[src/rtl/sht30_pkg.sv]
// Shared constants, FSM encoding and helpers for the SHT30 setpoint-to-raw-code converter.
// Limits are in tenths of a unit, which matches the accumulated BCD value.
package sht30_pkg;

  localparam logic [10:0] T_OFFSET    = 11'd450;
  localparam logic [10:0] T_DIVISOR   = 11'd1750;
  localparam logic [10:0] H_DIVISOR   = 11'd1000;
  localparam logic [13:0] T_POS_MAX   = 14'd1300;
  localparam logic [13:0] T_NEG_MAX   = 14'd450;
  localparam logic [13:0] H_MAX       = 14'd1000;
  localparam logic [3:0]  MINUS_DIGIT = 4'hA;
  localparam logic [15:0] CODE_CLAMP  = 16'hFFFF;

  localparam int NUM_W = 27;
  localparam int DEN_W = 11;
  localparam int QUO_W = 17;
  localparam logic [4:0] DIV_STEPS = 5'd27;

  typedef enum logic [2:0] {
    ST_IDLE,
    ST_LOAD_T,
    ST_RANGE_T,
    ST_DIV_T,
    ST_LOAD_H,
    ST_RANGE_H,
    ST_DIV_H,
    ST_DONE
  } state_t;

  // A quotient of exactly 65536 (full-scale setpoint) does not fit in 16 bits.
  function automatic logic [15:0] clamp_code(input logic [QUO_W-1:0] q);
    return q[QUO_W-1] ? CODE_CLAMP : q[15:0];
  endfunction

endpackage

[src/rtl/seq_div.sv]
// Restoring divider, one quotient bit per cycle. The first step is taken on the start
// edge itself, so done is high in the 27th cycle after start and the quotient holds afterwards.
module seq_div
  import sht30_pkg::*;
(
  input  logic             clk,
  input  logic             rst,
  input  logic             start,
  input  logic [NUM_W-1:0] numer,
  input  logic [DEN_W-1:0] denom,
  output logic             done,
  output logic [QUO_W-1:0] quot
);

  logic [DEN_W-1:0] rem_q, rem_d;
  logic [DEN_W-1:0] den_q, den_d;
  logic [NUM_W-1:0] num_q, num_d;
  logic [QUO_W-1:0] quot_q, quot_d;
  logic [4:0]       cnt_q, cnt_d;
  logic             run_q, run_d;

  logic [DEN_W-1:0] rem_src;
  logic [DEN_W-1:0] den_src;
  logic             in_bit;
  logic [DEN_W:0]   trial;
  logic             q_bit;
  logic [DEN_W-1:0] step_rem;

  always_comb begin
    rem_src = start ? '0 : rem_q;
    den_src = start ? denom : den_q;
    in_bit  = start ? numer[NUM_W-1] : num_q[NUM_W-1];
    trial   = {rem_src, in_bit};
    q_bit   = (trial >= {1'b0, den_src});
    // The remainder after a successful subtract is below the divisor, so the low bits suffice.
    step_rem = q_bit ? (trial[DEN_W-1:0] - den_src) : trial[DEN_W-1:0];

    rem_d  = rem_q;
    den_d  = den_q;
    num_d  = num_q;
    quot_d = quot_q;
    cnt_d  = cnt_q;
    run_d  = run_q;

    if (start) begin
      rem_d  = step_rem;
      den_d  = denom;
      num_d  = {numer[NUM_W-2:0], 1'b0};
      quot_d = {{(QUO_W-1){1'b0}}, q_bit};
      cnt_d  = DIV_STEPS - 5'd1;
      run_d  = 1'b1;
    end else if (run_q) begin
      if (cnt_q == 5'd0) begin
        run_d = 1'b0;
      end else begin
        rem_d  = step_rem;
        num_d  = {num_q[NUM_W-2:0], 1'b0};
        quot_d = {quot_q[QUO_W-2:0], q_bit};
        cnt_d  = cnt_q - 5'd1;
      end
    end
  end

  always_ff @(posedge clk) begin
    if (rst) begin
      rem_q  <= '0;
      den_q  <= '0;
      num_q  <= '0;
      quot_q <= '0;
      cnt_q  <= '0;
      run_q  <= 1'b0;
    end else begin
      rem_q  <= rem_d;
      den_q  <= den_d;
      num_q  <= num_d;
      quot_q <= quot_d;
      cnt_q  <= cnt_d;
      run_q  <= run_d;
    end
  end

  assign done = run_q && (cnt_q == 5'd0);
  assign quot = quot_q;

endmodule

[src/rtl/set_to_code.sv]
// Converts BCD temperature/humidity setpoints into SHT30 raw alert codes using one shared
// divider; fixed 65-cycle latency from start-accept to the done pulse.
module set_to_code
  import sht30_pkg::*;
(
  input  logic        clk,
  input  logic        rst,
  input  logic        start,
  input  logic [15:0] T_set,
  input  logic [15:0] H_set,
  output logic        busy,
  output logic        done,
  output logic [15:0] T_code,
  output logic [15:0] H_code,
  output logic        T_err,
  output logic        H_err
);

  state_t      state_q, state_d;
  logic [1:0]  cnt_q, cnt_d;
  logic [13:0] acc_q, acc_d;
  logic        neg_q, neg_d;
  logic        err_q, err_d;
  logic [15:0] t_set_q, t_set_d;
  logic [15:0] h_set_q, h_set_d;
  logic [15:0] t_hold_q, t_hold_d;
  logic        t_hold_err_q, t_hold_err_d;
  logic [15:0] t_code_q, t_code_d;
  logic [15:0] h_code_q, h_code_d;
  logic        t_err_q, t_err_d;
  logic        h_err_q, h_err_d;

  logic             load_t;
  logic             lead_t;
  logic [15:0]      cur_set;
  logic [3:0]       raw_digit;
  logic [3:0]       digit_val;
  logic             digit_bad;
  logic [10:0]      off_t;
  logic             t_bad;
  logic             h_bad;
  logic             div_start;
  logic [NUM_W-1:0] div_numer;
  logic [DEN_W-1:0] div_denom;
  logic             div_done;
  logic [QUO_W-1:0] div_quot;

  // Digit presented to the Horner accumulator this cycle, MSD first.
  always_comb begin
    load_t  = (state_q == ST_LOAD_T);
    lead_t  = load_t && (cnt_q == 2'd0);
    cur_set = load_t ? t_set_q : h_set_q;
    case (cnt_q)
      2'd0:    raw_digit = cur_set[15:12];
      2'd1:    raw_digit = cur_set[11:8];
      2'd2:    raw_digit = cur_set[7:4];
      default: raw_digit = cur_set[3:0];
    endcase
    if (lead_t) begin
      digit_bad = !((raw_digit == 4'd0) || (raw_digit == 4'd1) || (raw_digit == MINUS_DIGIT));
      digit_val = (raw_digit == MINUS_DIGIT) ? 4'd0 : raw_digit;
    end else begin
      digit_bad = (raw_digit > 4'd9);
      digit_val = raw_digit;
    end
    off_t = neg_q ? (T_OFFSET - acc_q[10:0]) : (T_OFFSET + acc_q[10:0]);
    t_bad = err_q || (neg_q ? (acc_q > T_NEG_MAX) : (acc_q > T_POS_MAX));
    h_bad = err_q || (acc_q > H_MAX);
  end

  always_comb begin
    state_d      = state_q;
    cnt_d        = cnt_q;
    acc_d        = acc_q;
    neg_d        = neg_q;
    err_d        = err_q;
    t_set_d      = t_set_q;
    h_set_d      = h_set_q;
    t_hold_d     = t_hold_q;
    t_hold_err_d = t_hold_err_q;
    t_code_d     = t_code_q;
    h_code_d     = h_code_q;
    t_err_d      = t_err_q;
    h_err_d      = h_err_q;
    div_start    = 1'b0;
    div_numer    = '0;
    div_denom    = T_DIVISOR;

    case (state_q)
      ST_IDLE: begin
        if (start) begin
          state_d = ST_LOAD_T;
          t_set_d = T_set;
          h_set_d = H_set;
          cnt_d   = 2'd0;
          acc_d   = '0;
          neg_d   = 1'b0;
          err_d   = 1'b0;
        end
      end
      ST_LOAD_T, ST_LOAD_H: begin
        acc_d = acc_q * 14'd10 + {10'd0, digit_val};
        err_d = err_q || digit_bad;
        if (lead_t) neg_d = (raw_digit == MINUS_DIGIT);
        cnt_d = cnt_q + 2'd1;
        if (cnt_q == 2'd3) state_d = load_t ? ST_RANGE_T : ST_RANGE_H;
      end
      ST_RANGE_T: begin
        // Invalid channels still run the divider on zero so the latency never changes.
        err_d     = t_bad;
        div_start = 1'b1;
        div_numer = t_bad ? '0 : {off_t, 16'd0};
        div_denom = T_DIVISOR;
        state_d   = ST_DIV_T;
      end
      ST_DIV_T: begin
        if (div_done) begin
          t_hold_d     = err_q ? 16'd0 : clamp_code(div_quot);
          t_hold_err_d = err_q;
          state_d      = ST_LOAD_H;
          cnt_d        = 2'd0;
          acc_d        = '0;
          neg_d        = 1'b0;
          err_d        = 1'b0;
        end
      end
      ST_RANGE_H: begin
        err_d     = h_bad;
        div_start = 1'b1;
        div_numer = h_bad ? '0 : {acc_q[10:0], 16'd0};
        div_denom = H_DIVISOR;
        state_d   = ST_DIV_H;
      end
      ST_DIV_H: begin
        if (div_done) begin
          t_code_d = t_hold_q;
          t_err_d  = t_hold_err_q;
          h_code_d = err_q ? 16'd0 : clamp_code(div_quot);
          h_err_d  = err_q;
          state_d  = ST_DONE;
        end
      end
      ST_DONE: state_d = ST_IDLE;
      default: state_d = ST_IDLE;
    endcase
  end

  always_ff @(posedge clk) begin
    if (rst) begin
      state_q      <= ST_IDLE;
      cnt_q        <= '0;
      acc_q        <= '0;
      neg_q        <= 1'b0;
      err_q        <= 1'b0;
      t_set_q      <= '0;
      h_set_q      <= '0;
      t_hold_q     <= '0;
      t_hold_err_q <= 1'b0;
      t_code_q     <= '0;
      h_code_q     <= '0;
      t_err_q      <= 1'b0;
      h_err_q      <= 1'b0;
    end else begin
      state_q      <= state_d;
      cnt_q        <= cnt_d;
      acc_q        <= acc_d;
      neg_q        <= neg_d;
      err_q        <= err_d;
      t_set_q      <= t_set_d;
      h_set_q      <= h_set_d;
      t_hold_q     <= t_hold_d;
      t_hold_err_q <= t_hold_err_d;
      t_code_q     <= t_code_d;
      h_code_q     <= h_code_d;
      t_err_q      <= t_err_d;
      h_err_q      <= h_err_d;
    end
  end

  seq_div u_div (
    .clk   (clk),
    .rst   (rst),
    .start (div_start),
    .numer (div_numer),
    .denom (div_denom),
    .done  (div_done),
    .quot  (div_quot)
  );

  assign busy   = (state_q != ST_IDLE) && (state_q != ST_DONE);
  assign done   = (state_q == ST_DONE);
  assign T_code = t_code_q;
  assign H_code = h_code_q;
  assign T_err  = t_err_q;
  assign H_err  = h_err_q;

endmodule

[config.mk]
export PLATFORM = sky130hd
export DESIGN_NAME = set_to_code
export DESIGN_NICKNAME = d
export VERILOG_FILES = /design/src/rtl/sht30_pkg.sv /design/src/rtl/seq_div.sv /design/src/rtl/set_to_code.sv
export SDC_FILE = /design/constraint.sdc
export NUM_CORES = 1
export LEC_CHECK = 0
export CAP_MARGIN = 20
export CORE_MARGIN = 1.5
export CORE_UTILIZATION = 53
export DETAILED_ROUTE_END_ITERATION = 8
export GPL_TIMING_DRIVEN = 1
export PLACE_DENSITY = 0.77
export SETUP_SLACK_MARGIN = 0.02
export SYNTH_ARGS = -nofsm -noshare
export SYNTH_HDL_FRONTEND = slang
export SYNTH_SLANG_ARGS = --single-unit
[constraint.sdc]
create_clock -name clk -period 4 [get_ports clk]
set_input_delay 0.6 -clock clk [delete_from_list [all_inputs] [get_ports clk]]
set_output_delay 0.6 -clock clk [all_outputs]
set_load 0.02 [all_outputs]
Yosys cells after proc, flatten, opt, wreduce, memory -nomap -nowiden
Index checks and enable logic that the tools add are counted.
- logic and storage cells: 132
- bits of input ports: 35
- flip-flop bits (word level): 175
- multiply operators: 1
- $lt $le $gt $ge: 5
- bitwise operators: 1
- add/subtract/negate cells: 6
- eq/ne operators: 19
- muxes and demuxes: 50
- reduce and logical (&&, ||, !) cells: 29
- operators by type and width (kind ; count):
    2-to-1 mux 27 bit ; 5
    2-to-1 mux 11 bit ; 8
    one-hot mux 27 bit (2 select lines) ; 1
    2-to-1 mux 16 bit ; 3
    one-hot mux 14 bit (3 select lines) ; 1
    2-to-1 mux 14 bit ; 2
    one-hot mux 3 bit (7 select lines) ; 1
    2-to-1 mux 3 bit ; 5
    2-to-1 mux 5 bit ; 3
    adder 14 x 4 -> 14 bit ; 1
    greater-than comparator 14 x 10 -> 1 bit (second input constant) ; 1
    greater-than comparator 14 x 11 -> 1 bit (second input constant) ; 1
    greater-than comparator 14 x 9 -> 1 bit (second input constant) ; 1
    multiplier 14 x 3 -> 13 bit (second input constant) ; 1
    2-to-1 mux 1 bit ; 13
    == test 3 bit (second input constant) ; 4
    >= comparator 12 x 11 -> 1 bit ; 1
    one-hot mux 4 bit (3 select lines) ; 1
    adder 9 x 11 -> 11 bit (first input constant) ; 1
    subtractor 11 bit ; 1
    subtractor 9 x 11 -> 11 bit (first input constant) ; 1
    inequality test 2 bit (second input constant) ; 5
    AND reduction 2 bit ; 5
    2-to-1 mux 4 bit ; 2
    29 further kinds ; 43

Depth between registers and ports, before layout
- depth in word-level cells: 11
- gate-level depth with buffers: 18
- mapped depth without buffers: 17

By module
A second synthesis with hierarchy kept.
- cell total of the unflattened synthesis: 1227
- area, all modules: 9286.4 µm²
- by module, submodules not included (module ; area each (µm²) ; instances ; cells an instance):
    set_to_code ; 5805.6 ; 1 ; 776
    seq_div ; 3480.8 ; 1 ; 451

Worst setup path before layout
No wires, ideal clock.
- kind: reg-to-reg
- from: reg acc_q[1]
- to: reg u_div.rem_q[8]
- data required time: 3894 ps
- data arrival time: 3775 ps
- cell stages (with the launch flop): 19
- clock period less this slack: 3881 ps
- setup slack: 119 ps
- path through: dfxtp_1 -> inv_1 -> ha_1 -> nand2b_1 -> a21oi_1 -> o21ai_0 -> a2111oi_4 -> a22oi_1 -> ha_1 -> inv_1 -> fa_1 -> a211oi_1 -> o21bai_1 -> o22ai_1 -> o21ai_0 -> a21oi_2 -> buf_2 -> nand3_1 -> o311ai_0
- cells in the longest elaborated chain, start to end: 11
- elaborated cells on any way between the ends: 19
- RTL lines (what ; RTL line ; source):
    start, declared ; set_to_code.sv:21 ; logic [13:0] acc_q, acc_d;
    start signal, assigned ; set_to_code.sv:152 ; acc_q <= '0;
    start signal, assigned ; set_to_code.sv:166 ; acc_q <= acc_d;
    greater-than comparator 14 x 11 -> 1 bit / greater-than comparator 14 x 9 -> 1 bit (equally long branches) ; set_to_code.sv:67 ; t_bad = err_q || (neg_q ? (acc_q > T_NEG_MAX) : (acc_q > T_POS_MAX));
    2-to-1 mux 1 bit ; set_to_code.sv:67 ;
    logical OR 1 bit ; set_to_code.sv:67 ;
    2-to-1 mux 27 bit ; set_to_code.sv:112 ; div_numer = t_bad ? '0 : {off_t, 16'd0};
    one-hot mux 27 bit (2 select lines) * ; set_to_code.sv:89 ; case (state_q)
    2-to-1 mux 1 bit * ; seq_div.sv:32 ; in_bit = start ? numer[NUM_W-1] : num_q[NUM_W-1];
    subtractor 11 bit / >= comparator 12 x 11 -> 1 bit (equally long branches) ; seq_div.sv:36, seq_div.sv:34 ;
    2-to-1 mux 11 bit * ; seq_div.sv:36 ; step_rem = q_bit ? (trial[DEN_W-1:0] - den_src) : trial[DEN_W-1:0];
    2-to-1 mux 11 bit ; seq_div.sv:53 ; if (cnt_q == 5'd0) begin
    2-to-1 mux 11 bit ; seq_div.sv:52 ; end else if (run_q) begin
    2-to-1 mux 11 bit * ; seq_div.sv:45 ; if (start) begin
    end signal, assigned ; seq_div.sv:73 ; rem_q <= rem_d;
    end, declared ; seq_div.sv:15 ; logic [DEN_W-1:0] rem_q, rem_d;
Every way passes the cells marked *; elsewhere a longest branch is shown, timed or not. The select of a mux whose other input is x is not followed.
A chain may end at the register's enable or synchronous reset.

Worst setup path in the final report
- from: reg acc_q[2]
- to: reg u_div.rem_q[9]
Same word-level chain as after synthesis.

==> flow_metrics.py <==
metrics = {
    "placed_design": {
        "dp_cells": 1284,
        "dp.final_hpwl_um": 13800,
        "portBuffers": 70,
        "pre_cts_ws_ps": -28.9,
        "gp_congestion": 0.916,
    },
    "cells_and_area": {
        "stdcell_count": 1317,
        "fill_cells": 1318,
        "final_util_pct": 64.6,
        "diodes": 0,
        "synthToLayoutAreaGrowth_pct": 18.8,
        "layout-drive-gt1-share_pct": 7.71,
        "nNetsFinal": 1200,
    },
    "worst_setup_path": {
        "worstSetupEndpointType": "flip-flop",
        "critPathLaunchType": "flip-flop",
        "crit_fanout": 14,
        "crit_type": "reg -> reg",
        "slowest_stage": "or4_4",
        "r2r_cells": 17,
        "crit_arrival_ps": 4020,
        "crit_top_cell": "nor2_1",
        "path_cells": "or4_4 > nor2_1 > nor2_1 > a41oi_1 > xnor2_1 > a22oi_2 > ha_1 > inv_1 > fa_1 > a211oi_2 > o21bai_1 > o22ai_2 > o21ai_1 > a21oi_2 > buf_6 > mux2i_1 > a211oi_1",
        "reg2reg_to": "u_div.rem_q[9]",
        "reg2reg_from": "acc_q[2]",
        "slowest_delay_ps": 550,
        "reg2reg_slack_ps": 270,
        "worstPathRequired_ps": 4290,
    },
    "clocking": {
        "cts_tree": "built",
        "insertion_delay_ps": 430,
        "postCtsSetupRepairBufs": 0,
        "path_clk_slew_ps": 60,
        "cts-resized-gates": 1,
        "cts.sinks": 159,
        "cts_buffers": 17,
        "cts.path.max_buffers": 2,
        "htree_levels": 4,
        "root_buffer": "clkbuf_16",
        "cts_hold_buffers": 0,
    },
    "worst_hold_path": {
        "hold_start": "T_code[12]",
        "min_path_type": "reg -> reg",
        "hold_end": "T_code[12]",
        "hold_path_depth": 2,
    },
    "yosys": {
        "syn-cell-area_um2": 8270,
        "synth-adder-area-share_pct": 7.69,
        "ys_types": 64,
        "synth_xor_area_share_pct": 3.60,
        "synth_flop_cell": "dfxtp_1",
        "syn_inst": 1068,
        "yosys_warnings": 0,
        "ys_seq_area_share_pct": 38.5,
        "post_synth.cell_area_avg_um2": 7.74,
        "synth-compound-area-share_pct": 21.0,
        "synth_top_cell_by_area": "dfxtp_1",
        "synth_top_family_by_area": "simple AND/OR/NAND/NOR gates",
        "synth_seq_cells": 159,
        "synth_nets": 1152,
        "synth-simple-area-share_pct": 22.9,
        "synthTopCellsByCount": "nand2_1 (188), dfxtp_1 (159), a21oi_1 (154), nor2_1 (116), clkbuf_1 (64)",
        "ys_top_cells_by_area": "dfxtp_1 (38%), a21oi_1 (9.3%), nand2_1 (8.5%)",
        "yosysTopAreaCellShare_pct": 38.5,
        "synth_edf_count": 0,
        "synth.most_common_cell": "nand2_1",
        "synthMuxAreaShare_pct": 1.60,
        "async_flop_share_pct": 0,
    },
    "sta": {
        "fmax_mhz": 268,
        "slew_headroom_pct": 32.9,
        "setup_viol": 0,
        "rsz0062_at_grt": "yes",
        "final.setup_skew_ps": 7.18,
        "setup_tns_ps": 0,
        "finalHoldViolCount": 0,
        "worst_slack_ps": 268,
        "worst_slew_pin_slew_ps": 1000,
        "period_needed_ps": 3730,
        "slew_violations": 0,
        "fin_crit_sh_pct": 93.3,
    },
    "die": {
        "fp.dieArea_um2": 16400,
        "start_util_pct": 54.4,
        "core_region_area_um2": 15200,
        "dieWidth_um": 128,
        "die_h_um": 128,
        "fp-row-count": 45,
        "pin_count": 71,
    },
    "global_route": {
        "grt_pass1_wl_um": 33200,
        "track_usage_pct": 24.9,
        "grt_pass1_vias": 6901,
        "globalRouteOverflowTotal": 0,
        "grt_max_degree": 53,
        "antenna_found_initial": 0,
    },
    "power_and_ir_drop": {
        "irDropWorstVdd_mv": 0.303,
        "p_total_mw": 3.59,
        "cellPowerDensity_nw_per_um2": 366,
        "p_leak_nw": 3.62,
    },
    "route": {
        "drc": 0,
        "drt-met1-wl_um": 8830,
        "highest_layer": "met4",
        "wl_per_cell_um": 14.9,
        "vias": 7490,
        "drt-total-wl_um": 19600,
        "antenna_left": 0,
        "drt_iter0_drc": 479,
        "viasPerCell": 5.69,
        "met2_wirelength_um": 9700,
        "drt-pass1-iter-count": 7,
        "wl_met3_um": 767,
    },
    "flow_run": {
        "drv_cap": 0,
    },
    "status": {
        "outcome": "finished, final reports clean",
    },
}
worst max-delay path, delay by kind of cell (launching register included):
kind / cells / cell delay (ps)
compound gates: 8 / 1370
xor+xnor: 1 / 110
fa+ha+maj: 2 / 630
buf+inv: 2 / 240
flops: 1 / 310
mux: 1 / 210
simple gates: 3 / 720
placed cells by master (no fill, tap or decap), drive strengths merged, types with 11 or more instances in the layout:
cell,synthesis,routed
ha,46,46
dfxtp,159,159
xnor2,21,21
a22oi,12,12
nor3,42,42
nor2,116,116
o21a,11,11
inv,25,30
mux2i,11,11
and2,17,17
nand3,18,18
o21ai,32,32
clkbuf,64,17
nand2,188,188
xor2,13,13
clkdlybuf4s50,0,69
buf,10,34
a21oi,156,156
where the power goes:
part	switching, mW	total (mW)	internal [mW]	leakage, nW
clock network	0.679	1.67	0.991	0.298
registers	0.0179	1.63	1.61	1.29
logic	0.169	0.294	0.125	2.03
total	0.866	3.59	2.73	3.62
cell families after synthesis:
family,Yosys count
compound gates,283
buf+inv,99
simple gates,432
flops,159
fa+ha+maj,49
xor+xnor,34
mux,12
registers in the layout, summed over array words and instances, names as in the netlist, 10 cells and up:
name	flops
u_div.rem_q	11
acc_q	14
t_set_q	16
T_code	16
H_code	16
u_div.num_q	10
u_div.den_q	11
t_hold_q	16
h_set_q	16
u_div.quot	17
worst max-delay path by stage:
stage                         from             end  slack [ps]  cells after the start
after global placement    acc_q[1]  u_div.rem_q[8]         130                     19
after detailed placement  acc_q[1]  u_div.rem_q[9]         -30                     18
after floorplan           acc_q[1]  u_div.rem_q[8]         120                     18
final                     acc_q[2]  u_div.rem_q[9]         270                     17
after global routing      cnt_q[0]       acc_q[12]         -50                     15
after CTS                 acc_q[2]  u_div.rem_q[9]          40                     17
area by class of cell:
class | count | area [um2] | area share, %
clock inverters | 15 | 183 | 1.86
clock buffers | 17 | 425 | 4.33
flip-flops and latches | 159 | 3180 | 32.4
inverters | 25 | 93.8 | 0.955
repair buffers | 103 | 970 | 9.87
well taps | 188 | 235 | 2.39
multi-input cells | 810 | 4730 | 48.2
per-layer routing:
layer	vias up	track usage, %
met5	-	0
met4	0	8.33
met3	24	4.22
met2	179	43.2
met1	3486	31.4
li1	3801	-
stage by stage:
stage	hold WS, ps	cell area, um2
2_1_floorplan	421	8270
3_3_place_gp	432	9150
3_5_place_dp	443	9150
4_1_cts	454	9760
5_1_grt	467	9820
6_report	452	9820
(Power assumes the default switching activity.)
==> RTL change 1: new RTL, config.mk and constraints unchanged <==
`QUO_W`: 17 -> 34.
--- a/src/rtl/sht30_pkg.sv
+++ b/src/rtl/sht30_pkg.sv
@@ -15,3 +15,3 @@
   localparam int DEN_W = 11;
-  localparam int QUO_W = 17;
+  localparam int QUO_W = 34;
   localparam logic [4:0] DIV_STEPS = 5'd27;
Function: same outputs for any inputs over 10 cycles, from zero or initial values and one cycle with rst high; that may be too few to reach the edited logic, so the function may still have changed.
==> RTL change 1 against the original RTL <==
Sequential cell count rose by 17. Power rose by 2.7%. Sequential power rose by 9.8%. Combinational power fell by 15%. Synthesized area rose by 7.7%. Routed wire length rose by 3.2%. Global-route usage fell by 1.6 points. Final area rose by 6.4%. First-iteration DRC count rose by 1.9%. Setup slack got worse by 19 ps. Maximum frequency fell by 0.51%. Clock skew rose by 5.5 ps. Via count rose by 4.6%. Largest power group is now registers.
==> RTL change 1: results (changes against the original RTL) <==
| Metric | Value |
|---|---|
| Max incr delay on CP | 530 ps (was 550 ps) |
| Outcome | completed (unchanged) |
| Worst-path fanout max | 8 (was 14) |
| Share of cell area taken by multi-input logic gates | 0.478 (was 0.482) |
| Seq/total area | 0.337 (was 0.324) |
| Final WS setup | 249 ps (was 268 ps) |
| Detail Route met2 WL | 9.84 mm (was 9.70 mm) |
| ClkCell Share | 0.0561 (was 0.0619) |
| Synth area leaders | dfxtp_1 40%, nand2_1 9.3%, a21oi_1 9.0% (was dfxtp_1 38%, a21oi_1 9.3%, nand2_1 8.5%) |
| Hold_ws | 442 ps (was 452 ps) |
| Share of layout cells above drive strength 1 | 0.0769 (was 0.0771) |
| Final nets | 1255 (was 1200) |
| Largest net degree at the start of global routing | 54 (was 53) |
| M3 GR Usage | 0.0391 (was 0.0422) |
| Syn_nets | 1218 (was 1152) |
| Yosys cell types | 65 (was 64) |
| Met2 GRT Util | 0.402 (was 0.432) |
| Reg-to-reg critical path startpoint | cnt_q[1] (was acc_q[2]) |
| Max transition margin | 0.340 (was 0.329) |
| Avg WL per Cell | 14.4 um (was 14.9 um) |
| Cell family with most CP delay | simple AND/OR/NAND/NOR gates (was compound AO/OA/AOI/OAI gates) |
| Leak Pwr | 3.94 nW (was 3.62 nW) |
| H-tree depth | 4 (unchanged) |
| Synthesized instance count | 1134 (was 1068) |
| Filler instances | 1425 (was 1318) |
| Max Clock Skew | 12.7 ps (was 7.18 ps) |
| DRT Pass-1 Iters | 6 (was 7) |
| Flops & latches, synth | 176 (was 159) |
| WHS Endpoint | u_div.quot[26] (was T_code[12]) |
| Routability cong. | 0.880 (was 0.916) |
| DR vias/cell | 5.58 (was 5.69) |
| Non-CTS buffers | 101 (was 103) |
| Clock buffers | 19 (was 17) |
| Worst R2R End | acc_q[13] (was u_div.rem_q[9]) |
| Most frequent cells after synthesis | 221 x nand2_1, 176 x dfxtp_1, 161 x a21oi_1, 117 x nor2_1, 70 x clkbuf_1 (was 188 x nand2_1, 159 x dfxtp_1, 154 x a21oi_1, 116 x nor2_1, 64 x clkbuf_1) |
| Area of the multi-input gates | 5000 sq um (was 4730 sq um) |
| Post-Place Worst Slack | 55.7 ps (was -28.9 ps) |
| Peak VDD IR | 0.340 mV (was 0.303 mV) |
| Vias in the first global route | 7297 (was 6901) |
| Post-Synthesis Cell Area | 8900 sq um (was 8270 sq um) |
| Metal3 WL | 732 um (was 767 um) |
| Min-delay src | u_div.quot[25] (was T_code[12]) |
| Total GRT Usage | 0.233 (was 0.249) |
| Sequential area share after synthesis | 0.396 (was 0.385) |
| Dpl cells | 1370 (was 1284) |
| Inverters | 26 (was 25) |
## RTL change 1: cell types whose count changed in the layout (fill, tap and decap cells not counted), sizes merged, moves of 5 or more
| cell | delta |
|---|---|
| a21oi | +5 |
| dfxtp | +17 |
| nand2 | +33 |
| a21o | +6 |
| nand3 | -6 |
## RTL change 1: logic make-up after synthesis
logic type / Yosys count / share of synthesized area
AND/OR/NAND/NOR: 466 / 0.233
flip-flops: 176 / 0.396
XOR/XNOR: 34 / 0.0350
adder cells (fa/ha/maj): 49 / 0.0714
AO/OA/AOI/OAI: 283 / 0.192
buffers and inverters: 109 / 0.0490
multiplexers: 17 / 0.0235
## RTL change 1: report_power, final
| group | internal, mW | switching, mW |
|---|---|---|
| Clock | 0.899 | 0.749 |
| Combinational | 0.107 | 0.142 |
| Sequential | 1.78 | 0.0176 |
## RTL change 1: repair_timing
| action | 4_1_cts | 5_1_grt |
|---|---|---|
| resized for setup | 0 | 14 |
| setup endpoints to repair | 0 | 18 |
| setup buffers | 0 | 0 |
==> RTL change 2: new RTL, same flow settings <==
Made on the original files. Make the reset (`rst`) asynchronous in 2 clocked blocks.
--- a/src/rtl/seq_div.sv
+++ b/src/rtl/seq_div.sv
@@ -63,3 +63,3 @@
 
-  always_ff @(posedge clk) begin
+  always_ff @(posedge clk or posedge rst) begin
     if (rst) begin
--- a/src/rtl/set_to_code.sv
+++ b/src/rtl/set_to_code.sv
@@ -147,3 +147,3 @@
 
-  always_ff @(posedge clk) begin
+  always_ff @(posedge clk or posedge rst) begin
     if (rst) begin
Check against the original RTL: differs if rst is asserted again (counterexample within 4 cycles, from zero or initial values and one cycle with rst high); with rst held inactive, the same outputs for 10 cycles.
==> RTL change 2 against the original RTL <==
Sequential cell count unchanged. Setup slack lost 67 ps. Routed wire length fell by 4.2%. Global-route usage decreased by 1.7 points. Sequential share of layout area grew 5.8 points. Final area grew 6.1%. Die area is 4.9% higher. Synthesized area rose by 5.0%. First-iteration DRC count is 19% lower. Critical path type unchanged.
Power is not compared: it rests on default switching activity, and its combinational part moved more than twofold at a synthesized area within 25%.
==> RTL change 2: results (changes against the original RTL) <==
| Metric | Value |
|---|---|
| DRT Pass-1 Iters | 5 (was 7) |
| Arrival @ worst endpoint | 4110 ps (was 4020 ps) |
| Max incr delay on CP | 530 ps (was 550 ps) |
| Filler instances | 1240 (was 1318) |
| Met1 usage | 0.310 (was 0.314) |
| Cell family with most CP delay | simple AND/OR/NAND/NOR gates (was compound AO/OA/AOI/OAI gates) |
| Cts hold-fix bufs | 0 (unchanged) |
| Via count | 6799 (was 7490) |
| Cell depth of the worst hold path | 1 (was 2) |
| Vias in the first global route | 6475 (was 6901) |
| Sequential power | ~1.6 mW |
| Met1 Wirelength | 8.56 mm (was 8.83 mm) |
| WL final | 18.8 mm (was 19.6 mm) |
| Max transition margin | 0.395 (was 0.329) |
| DRT iter0 DRCs | 389 (was 479) |
| Worst-path fanout max | 7 (was 14) |
| Met2 GRT Util | 0.385 (was 0.432) |
| Syn_nets | 967 (was 1152) |
| Metal3 WL | 815 um (was 767 um) |
| Final nets | 1038 (was 1200) |
| Routability cong. | 0.880 (was 0.916) |
| Switching Fraction | 0.233 |
| Synth area leaders | dfrtp_1 46%, ha_1 6.6%, mux2_2 6.5% (was dfxtp_1 38%, a21oi_1 9.3%, nand2_1 8.5%) |
| Placed cell area | 9690 sq um (was 9150 sq um) |
| FF-to-FF path depth | 15 (was 17) |
| Detail Route met2 WL | 9.13 mm (was 9.70 mm) |
| R2R setup slack | 200 ps (was 270 ps) |
| Reg-to-reg critical path startpoint | cnt_q[1] (was acc_q[2]) |
| Max Clock Skew | 7.95 ps (was 7.18 ps) |
| Yosys cell types | 73 (was 64) |
| Async SR Flop Fraction | 1.00 (was 0) |
| Worst R2R End | acc_q[12] (was u_div.rem_q[9]) |
| Most frequent cells after synthesis | 159 x dfrtp_1, 113 x nand2_1, 75 x o21ai_0, 55 x nor2_1, 53 x a21oi_1 (was 188 x nand2_1, 159 x dfxtp_1, 154 x a21oi_1, 116 x nor2_1, 64 x clkbuf_1) |
| Sequential area share after synthesis | 0.458 (was 0.385) |
| WHS Endpoint | u_div.den_q[7] (was T_code[12]) |
| Post-DP HPWL | 13.0 mm (was 13.8 mm) |
| Share of layout cells above drive strength 1 | 0.152 (was 0.0771) |
| Total GRT Usage | 0.232 (was 0.249) |
| P_sw | approximately 0.77 mW |
| First-pass GRT wire length | 31.5 mm (was 33.2 mm) |
| Hold_ws | 462 ps (was 452 ps) |
| Largest net degree at the start of global routing | 64 (was 53) |
| Outcome | completed (unchanged) |
| CP max stage cell | mux4_2 (was or4_4) |
| Top-count cell post-synth | dfrtp_1 (was nand2_1) |
| M3 GR Usage | 0.0472 (was 0.0422) |
| Min-delay src | u_div.den_q[7] (was T_code[12]) |
## RTL change 2: how the worst max path moves through the flow
stage / from / cells past startpoint / slack [ps] / endpoint
after CTS: acc_q[2] / 16 / 40 / u_div.rem_q[1]
after detailed placement: cnt_q[1] / 14 / 10 / acc_q[12]
final: cnt_q[1] / 15 / 200 / acc_q[12]
after floorplan: cnt_q[0] / 15 / 200 / acc_q[12]
after global placement: acc_q[2] / 16 / 150 / u_div.rem_q[6]
after global routing: cnt_q[0] / 15 / -20 / acc_q[12]
## RTL change 2: final cells by class
| cell class | count | area (sq um) | area share |
|---|---|---|---|
| multi-input combinational | 634 | 4440 | 0.426 |
| sequential | 159 | 3980 | 0.382 |
| timing repair buffer | 104 | 985 | 0.0945 |
| clock buffer | 18 | 429 | 0.0412 |
| tap | 216 | 270 | 0.0259 |
| clock inverter | 14 | 174 | 0.0167 |
| inverter | 38 | 146 | 0.0140 |
## RTL change 2: repair_timing
item                                    CTS  global route
pin swaps                                 0             4
setup buffers                             0             5
endpoints found under the setup margin    2            15
gates resized for setup                   2            16
## RTL change 2: logic make-up (layout without fill, tap and decap cells)
family / Yosys count / in the layout / share of synthesized area
simple gates: 260 / 260 / 0.142
xor+xnor: 33 / 33 / 0.0341
mux: 57 / 57 / 0.0772
compound gates: 235 / 235 / 0.174
buf+inv: 90 / 174 / 0.0415
flops: 159 / 159 / 0.458
fa+ha+maj: 49 / 49 / 0.0732
## RTL change 2: through the flow
step | util | worst slack [ps] | cells | TNS [ps]
4_1_cts | 0.646 | 43.9 | 1178 | 0
2_1_floorplan | - | 198 | 883 | 0
5_1_grt | 0.654 | -24.3 | 1183 | -32.6
3_5_place_dp | 0.608 | 14.4 | 1146 | 0
6_report | 0.654 | 201 | 1183 | 0
3_3_place_gp | 0.608 | 153 | 1146 | 0
